**src/rtl/sipo_comma_align.sv**
```systemverilog
// Receive deserializer: shifts in a serial line, hunts for the K28.5 comma and locks 10-bit word
// boundaries through an UNSYNC/ACQUIRE/SYNC qualifier. Define SIPO_BOTH_COMMA_EN to accept both disparities.
module sipo_comma_align #(
  parameter int                LENGTH     = 10,
  parameter logic [LENGTH-1:0] COMMA_P    = 10'b0011111010,
  parameter logic [LENGTH-1:0] COMMA_N    = 10'b1100000101,
  parameter int                LOCK_COUNT = 3,
  parameter int                LOSS_COUNT = 4
) (
  input  logic              clk,
  input  logic              reset,
  input  logic              s_in,
  input  logic              s_valid,
  output logic [LENGTH-1:0] parallel_out,
  output logic              p_valid,
  output logic              comma_det,
  output logic              sync
);

  localparam int GW = $clog2(LOCK_COUNT + 1);
  localparam int BW = $clog2(LOSS_COUNT + 1);
  localparam logic [GW-1:0] LOCK_CNT_W = GW'(LOCK_COUNT);
  localparam logic [BW-1:0] LOSS_CNT_W = BW'(LOSS_COUNT);
  localparam logic [3:0]    LAST_BIT   = 4'(LENGTH - 1);
`ifdef SIPO_BOTH_COMMA_EN
  localparam logic COMMA_N_EN = 1'b1;
`else
  localparam logic COMMA_N_EN = 1'b0;
`endif

  typedef enum logic [1:0] {
    ST_UNSYNC,
    ST_ACQUIRE,
    ST_SYNC
  } state_t;

  state_t            r_state, w_state_nxt;
  logic [GW-1:0]     r_good, w_good_nxt, w_good_inc;
  logic [BW-1:0]     r_bad, w_bad_nxt, w_bad_inc;
  logic [LENGTH-2:0] r_sr;
  logic [3:0]        r_bit_cnt;
  logic [LENGTH-1:0] r_parallel_out;
  logic              r_p_valid, r_comma_det, r_sync;
  logic [LENGTH-1:0] w_window;
  logic              w_is_comma, w_boundary, w_realign, w_emit;

  // Only the newest LENGTH-1 bits are stored; the incoming bit completes the window.
  assign w_window   = {r_sr, s_in};
  assign w_is_comma = s_valid & ((w_window == COMMA_P) | (COMMA_N_EN & (w_window == COMMA_N)));
  assign w_boundary = s_valid & (r_bit_cnt == LAST_BIT);
  assign w_emit     = (r_state == ST_SYNC) & w_boundary;
  assign w_good_inc = r_good + 1'b1;
  assign w_bad_inc  = r_bad + 1'b1;

  always_ff @(posedge clk or negedge reset) begin
    if (!reset) begin
      r_state <= ST_UNSYNC;
      r_good  <= '0;
      r_bad   <= '0;
    end else begin
      r_state <= w_state_nxt;
      r_good  <= w_good_nxt;
      r_bad   <= w_bad_nxt;
    end
  end

  always_comb begin
    w_state_nxt = r_state;
    w_good_nxt  = r_good;
    w_bad_nxt   = r_bad;
    w_realign   = 1'b0;
    case (r_state)
      ST_UNSYNC: begin
        if (w_is_comma) begin
          w_realign   = 1'b1;
          w_good_nxt  = GW'(1);
          w_state_nxt = (LOCK_COUNT == 1) ? ST_SYNC : ST_ACQUIRE;
        end
      end
      ST_ACQUIRE: begin
        if (w_boundary && w_is_comma) begin
          w_good_nxt = w_good_inc;
          if (w_good_inc == LOCK_CNT_W) w_state_nxt = ST_SYNC;
        end else if (w_boundary) begin
          w_good_nxt  = '0;
          w_state_nxt = ST_UNSYNC;
        end else if (w_is_comma) begin
          // A comma at a new phase restarts acquisition on that phase.
          w_realign  = 1'b1;
          w_good_nxt = GW'(1);
        end
      end
      ST_SYNC: begin
        if (w_boundary && w_is_comma) begin
          w_bad_nxt = '0;
        end else if (w_is_comma) begin
          w_bad_nxt = w_bad_inc;
          if (w_bad_inc == LOSS_CNT_W) begin
            w_bad_nxt   = '0;
            w_good_nxt  = '0;
            w_state_nxt = ST_UNSYNC;
          end
        end
      end
      default: begin
        w_good_nxt  = '0;
        w_bad_nxt   = '0;
        w_state_nxt = ST_UNSYNC;
      end
    endcase
  end

  always_ff @(posedge clk or negedge reset) begin
    if (!reset) begin
      r_sr      <= '0;
      r_bit_cnt <= '0;
    end else if (s_valid) begin
      r_sr <= w_window[LENGTH-2:0];
      if (w_realign || (r_bit_cnt == LAST_BIT)) r_bit_cnt <= '0;
      else                                      r_bit_cnt <= r_bit_cnt + 4'd1;
    end
  end

  // Output stage: words are emitted only while already locked, so the locking comma never appears.
  always_ff @(posedge clk or negedge reset) begin
    if (!reset) begin
      r_parallel_out <= '0;
      r_p_valid      <= 1'b0;
      r_comma_det    <= 1'b0;
      r_sync         <= 1'b0;
    end else begin
      r_p_valid   <= w_emit;
      r_comma_det <= w_is_comma;
      r_sync      <= (w_state_nxt == ST_SYNC);
      if (w_emit) r_parallel_out <= w_window;
    end
  end

  assign parallel_out = r_parallel_out;
  assign p_valid      = r_p_valid;
  assign comma_det    = r_comma_det;
  assign sync         = r_sync;

endmodule

```
**config.mk**
```make
export PLATFORM = sky130hd
export DESIGN_NAME = sipo_comma_align
export DESIGN_NICKNAME = d
export VERILOG_FILES = /design/src/rtl/sipo_comma_align.sv
export SDC_FILE = /design/constraint.sdc
export NUM_CORES = 1
export LEC_CHECK = 0
export ABC_AREA = 1
export ABC_CLOCK_PERIOD_IN_PS = 1900
export CAP_MARGIN = 25
export CORE_UTILIZATION = 55
export DETAILED_ROUTE_END_ITERATION = 7
export GPL_TIMING_DRIVEN = 1
export PLACE_DENSITY = 0.78
export REMOVE_ABC_BUFFERS = 1
export SYNTH_ARGS = -nofsm -noshare
export SYNTH_HDL_FRONTEND = slang
export SYNTH_SLANG_ARGS = --single-unit
```
**constraint.sdc**
```tcl
create_clock -name clk -period 1.9 [get_ports clk]
set_input_delay 0.475 -clock clk [delete_from_list [all_inputs] [get_ports clk]]
set_output_delay 0.475 -clock clk [all_outputs]
set_load 0.005 [all_outputs]
```
==> reports/metrics.cfg <==
[status]
status = finished with violations
violations = design-rule violations

[setup_path]
crit_type = reg2out
crit_path_end_kind = output pin
cp_max_fo = 2
crit_arrival_ps = 1240
cp-start-kind = flip-flop
worst_ep_required_time_ps = 1420
crit_slowest_cell = clkdlybuf4s50_1
crit_path_max_incr_delay_ps = 520
crit_path_cell_trace = clkdlybuf4s50_1
crit_family = buffers and inverters
critPathBufInv = 1

[sta]
finalSetupViolations = 0
fmax_ghz = 0.583
rsz0062_at_grt = no
hold_viol = 0
finalCritPeriodShare = 0.903
setup_slack_ps = 185
finalSetupTns_ps = 0
slew_viol_final = 0
fin_worst_skew_ps = 6.34
fin_crit_ps = 1710
max_slew_margin = 0.723
worstMarginPinSlew_ps = 416

[floorplan]
core_area_um2 = 2810
ios = 17
die_y_um = 56.8
die_w_um = 56.8
rows = 19
initial_core_util = 0.589
dieArea_um2 = 3230

[logic_synthesis]
yosysTopAreaCellShare = 0.500
yosysMostFrequentCell = nand2_1
syn_inst = 191
synthDistinctLibCells = 25
synthTopCellsByCount = nand2_1 (47), dfrtp_1 (33), inv_1 (21), nand3_1 (12), nor2_1 (12)
async_reset_ff_frac = 1.00
ys_ff_latch = 33
synth_edf_count = 0
yosys_warnings = 0
ys.flop_type = dfrtp_1
ys_seq_area_frac = 0.500
netlist_area_um2 = 1650
synth.area.top_cells = dfrtp_1 (50%), nand2_1 (11%), o21ai_2 (5.3%)
yosysTopAreaCell = dfrtp_1
syn_avg_cell_area_um2 = 8.65

[final_layout]
nFillCells = 236
diodes = 0
drive_gt1_frac = 0.208
fin_nets = 229
areaGrowthSynthToFinish_pct = 19.2

[cts]
clk_latency_ps = 340
cts_resized = 0
clk_pin_slew_ps = 100
ctsHtreeMaxLevel = 2
clock-sinks = 33
cts_max_path_buffers = 2
postCtsSetupBuffers = 0
cts_hold_buf = 0
root_buffer = clkbuf_4
cts_tree = built
cts-buffers-inserted = 5

[placed_design]
place_ws_ps = -103
dp_hpwl_mm = 2.30
gp_congestion = 0.910
portBuffers = 16

[drt]
ant_nets = 0
vias = 1302
drtPass1Iterations = 6
drtIter0Drc = 59
drc = 3
via_per_inst = 5.17
wl_mm = 3.08
avgRoutedWirePerCell_um = 12.2

[global_route]
grt_first_pass_wirelength_mm = 5.44
first_global_vias = 1275
grt_usage = 0.226
antenna_found_initial = 0
grt_overflow = 0
grt_max_degree = 34

[power_and_ir_drop]
peakVddDrop_v = 0.000532
power.density_nw_per_um2 = 798
total_leakage_power_nw = 0.946

[worst_hold_path]
hold_class = reg2reg

[job]
cap_violations = 0

[cell usage in the layout (no fill, tap or decap), drive strengths merged, types with 4 or more instances in the layout]
master         netlist  final
dfrtp               33     33
inv                 29     29
clkdlybuf4s50        0     16
buf                  2     10
clkbuf               2      7
nand2               47     47
a21oi                4      4
nand3               14     14
nor2                17     17
ha                   5      5
o21ai               26     26
[registers in the layout, summed over array words and instances, names as in the netlist, 2 cells and up]
register and cells:
r_bad 3, r_bit_cnt 4, r_state 2, r_sr 9
r_good 2, parallel_out 10
[routing by layer]
metal,wire length (um),track usage,up-vias
li1,-,-,660
met1,1410,0.263,613
met2,1500,0.384,21
met3,111,0.0714,8
met4,54,0.0941,0
met5,0,0,-
[through the flow]
step	area, um2	utilization	std cells	hold WS, ps	power, mW
after detailed placement	1900	0.677	244	473	1.14
after CTS	1970	0.702	252	497	1.59
after global routing	1970	0.702	252	520	1.66
after floorplan	1630	-	187	179	1.02
after global placement	1900	0.677	244	464	1.12
final	1970	0.702	252	490	1.57
[cells by family (layout without fill, tap and decap cells)]
group / Yosys count / after routing / synth area share
fa+ha+maj: 5 / 5 / 0.0379
simple gates: 85 / 85 / 0.239
xor+xnor: 3 / 3 / 0.0159
buf+inv: 33 / 63 / 0.0818
flops: 33 / 33 / 0.500
compound gates: 32 / 32 / 0.125
[report_power, final]
part / internal, mW / leakage, nW / total, mW / switching, mW
sequential: 0.777 / 0.414 / 0.848 / 0.0712
clock: 0.214 / 0.0413 / 0.448 / 0.233
combinational: 0.119 / 0.491 / 0.276 / 0.157
total: 1.11 / 0.946 / 1.57 / 0.462
[worst reg2reg max path: cells and delay by family (launching register included)]
| family | cells | cell delay [ps] |
|---|---|---|
| DFF | 1 | 430 |
| AOI/OAI and AO/OA | 1 | 80 |
| and+or+nand+nor | 4 | 340 |
| adders and majority gates | 1 | 230 |
| buffers and inverters | 2 | 370 |
[worst paths after layout]
| check | startpoint | endpoint | slack, ps | cells past startpoint |
|---|---|---|---|---|
| hold / removal | parallel_out[3] | parallel_out[3] | 490 | 2 |
| max in group asynchronous | reset | r_state[1] | 1070 | 2 |
| setup / recovery | parallel_out[0] | parallel_out[0] | 190 | 1 |
| min in group asynchronous | reset | r_sr[5] | 530 | 2 |
| setup reg to reg | r_bit_cnt[0] | parallel_out[1] | 380 | 8 |
| hold reg to reg | parallel_out[3] | parallel_out[3] | 490 | 2 |
[cell type report]
class                   count  area [um2]  share of cell area
flip-flops and latches     33         826               0.419
multi-input cells         125         691               0.351
repair buffers             26         235               0.119
inverters                  29         109              0.0553
clock buffers               7        65.1              0.0330
well taps                  31        38.8              0.0197
clock inverters             1        5.00             0.00254
Power figures use the tool's default switching activity.
==> RTL edit (config.mk and constraints unchanged) <==
The 3 states of `state_t` get a one-hot encoding in 3 bits.
--- a/src/rtl/sipo_comma_align.sv
+++ b/src/rtl/sipo_comma_align.sv
@@ -28,10 +28,10 @@
   localparam logic COMMA_N_EN = 1'b0;
 `endif
 
-  typedef enum logic [1:0] {
-    ST_UNSYNC,
-    ST_ACQUIRE,
-    ST_SYNC
+  typedef enum logic [2:0] {
+    ST_UNSYNC  = 3'b001,
+    ST_ACQUIRE = 3'b010,
+    ST_SYNC    = 3'b100
   } state_t;
 
   state_t            r_state, w_state_nxt;
Formal check against the unedited RTL: no difference found for any inputs over 10 cycles, from zero or initial values and one cycle with reset low; not proved beyond that.
==> RTL edit against the unedited design <==
  * The flow still finishes with violations (design-rule violations)
  * Cell area rose by 0.83%
  * Area after synthesis rose by 3.5%
  * Combinational power fell by 21%
  * Count of clock-buffer cells in the layout did not move
  * Core utilization fell by 0.60 points
  * Cell count rose by 4.0%
  * Sequential share of layout area rose by 0.98 points
  * Sequential cell count rose by 1
  * Worst setup slack improved by 30 ps
  * Routed wire length rose by 0.78%
  * Clock power fell by 19%
  * Total power fell by 8.0%
  * Largest power group unchanged
==> RTL edit: results (changes against the unedited design) <==
failing checks=design-rule violations (unchanged); Vias/cell=5.10 (was 5.17); first-pass GRT wire length=5600 um (was 5440 um); routability cong.=0.930 (was 0.910); drt drc=1 (was 3); R2R Setup Slk=400 ps (was 380 ps); largest net degree at the start of global routing=35 (was 34); wire per inst=11.8 um (was 12.2 um); hold_sp=parallel_out[1]$_DFFE_PN0P_ (was parallel_out[3]$_DFFE_PN0P_); Placement Setup Slack=-91.8 ps (was -103 ps); Slew HR=71.7% (was 72.3%); initial DRC count=34 (was 59); layout cells sized above 1=14.3% (was 20.8%); status=complete, but fails checks (unchanged); R2R Path End=r_bit_cnt[1]$_DFFE_PN0P_ (was parallel_out[1]$_DFFE_PN0P_); library cells used by synthesis=26 (was 25); fillers=251 (was 236); P_leak=0.977 nW (was 0.946 nW); Total GRT Usage=22.5% (was 22.6%); VDD IR max=0.511 mV (was 0.532 mV); Worst Hold End=parallel_out[1]$_DFFE_PN0P_ (was parallel_out[3]$_DFFE_PN0P_); final cell count without fillers=262 (was 252); Synth area leaders=dfrtp_1 48%, nand2_1 14%, inv_1 5.7% (was dfrtp_1 50%, nand2_1 11%, o21ai_2 5.3%); worst r2r src=r_bit_cnt[1]$_DFFE_PN0P_ (was r_bit_cnt[0]$_DFFE_PN0P_); Worst Path Arrival=1210 ps (was 1240 ps)
[RTL edit: final cells by class]
class                   count  area, um2  area share [%]
multi-input cells         137        712            35.9
flip-flops and latches     34        852            42.9
well taps                  31       38.8            1.95
inverters                  28        110            5.55
repair buffers             25        228            11.5
clock buffers               7       45.0            2.27
[RTL edit: logic make-up after synthesis]
kind of cell             count (synthesis)  share of synthesized area (%)
AO/OA/AOI/OAI                           28                           10.7
XOR/XNOR                                 2                           1.03
adder cells (fa/ha/maj)                  5                           3.66
buffers and inverters                   32                           8.49
flip-flops                              34                           49.9
AND/OR/NAND/NOR                        102                           26.3
[RTL edit: worst max path at each step]
| stage | startpoint | to | slack [ps] | cells past startpoint |
|---|---|---|---|---|
| after floorplan | s_in | r_bad[2]$_DFFE_PN0P_ | 560 | 8 |
| after CTS | parallel_out[5]$_DFFE_PN0P_ | parallel_out[5] | 200 | 1 |
| after global routing | s_valid | r_bit_cnt[1]$_DFFE_PN0P_ | 100 | 8 |
| after global placement | s_valid | r_bit_cnt[0]$_DFFE_PN0P_ | -30 | 8 |
| final | parallel_out[5]$_DFFE_PN0P_ | parallel_out[5] | 210 | 1 |
| after detailed placement | s_valid | r_bit_cnt[1]$_DFFE_PN0P_ | -90 | 8 |
[RTL edit: per-layer routing]
layer	wire, um	track usage, %	vias to the layer above
met5	0	0	-
met2	1480	36.2	29
met1	1440	28.7	611
li1	-	-	691
met4	42	7.82	0
met3	143	7.59	6
[RTL edit: worst reg2reg max path, cell delays in order (launching register included)]
cell and delay (ps):
dfrtp_1 420, inv_1 70, ha_1 200, nand4_4 160, nand2_1 120, nand2_1 90, nand2_1 80, nand2_1 90
o21ai_0 180
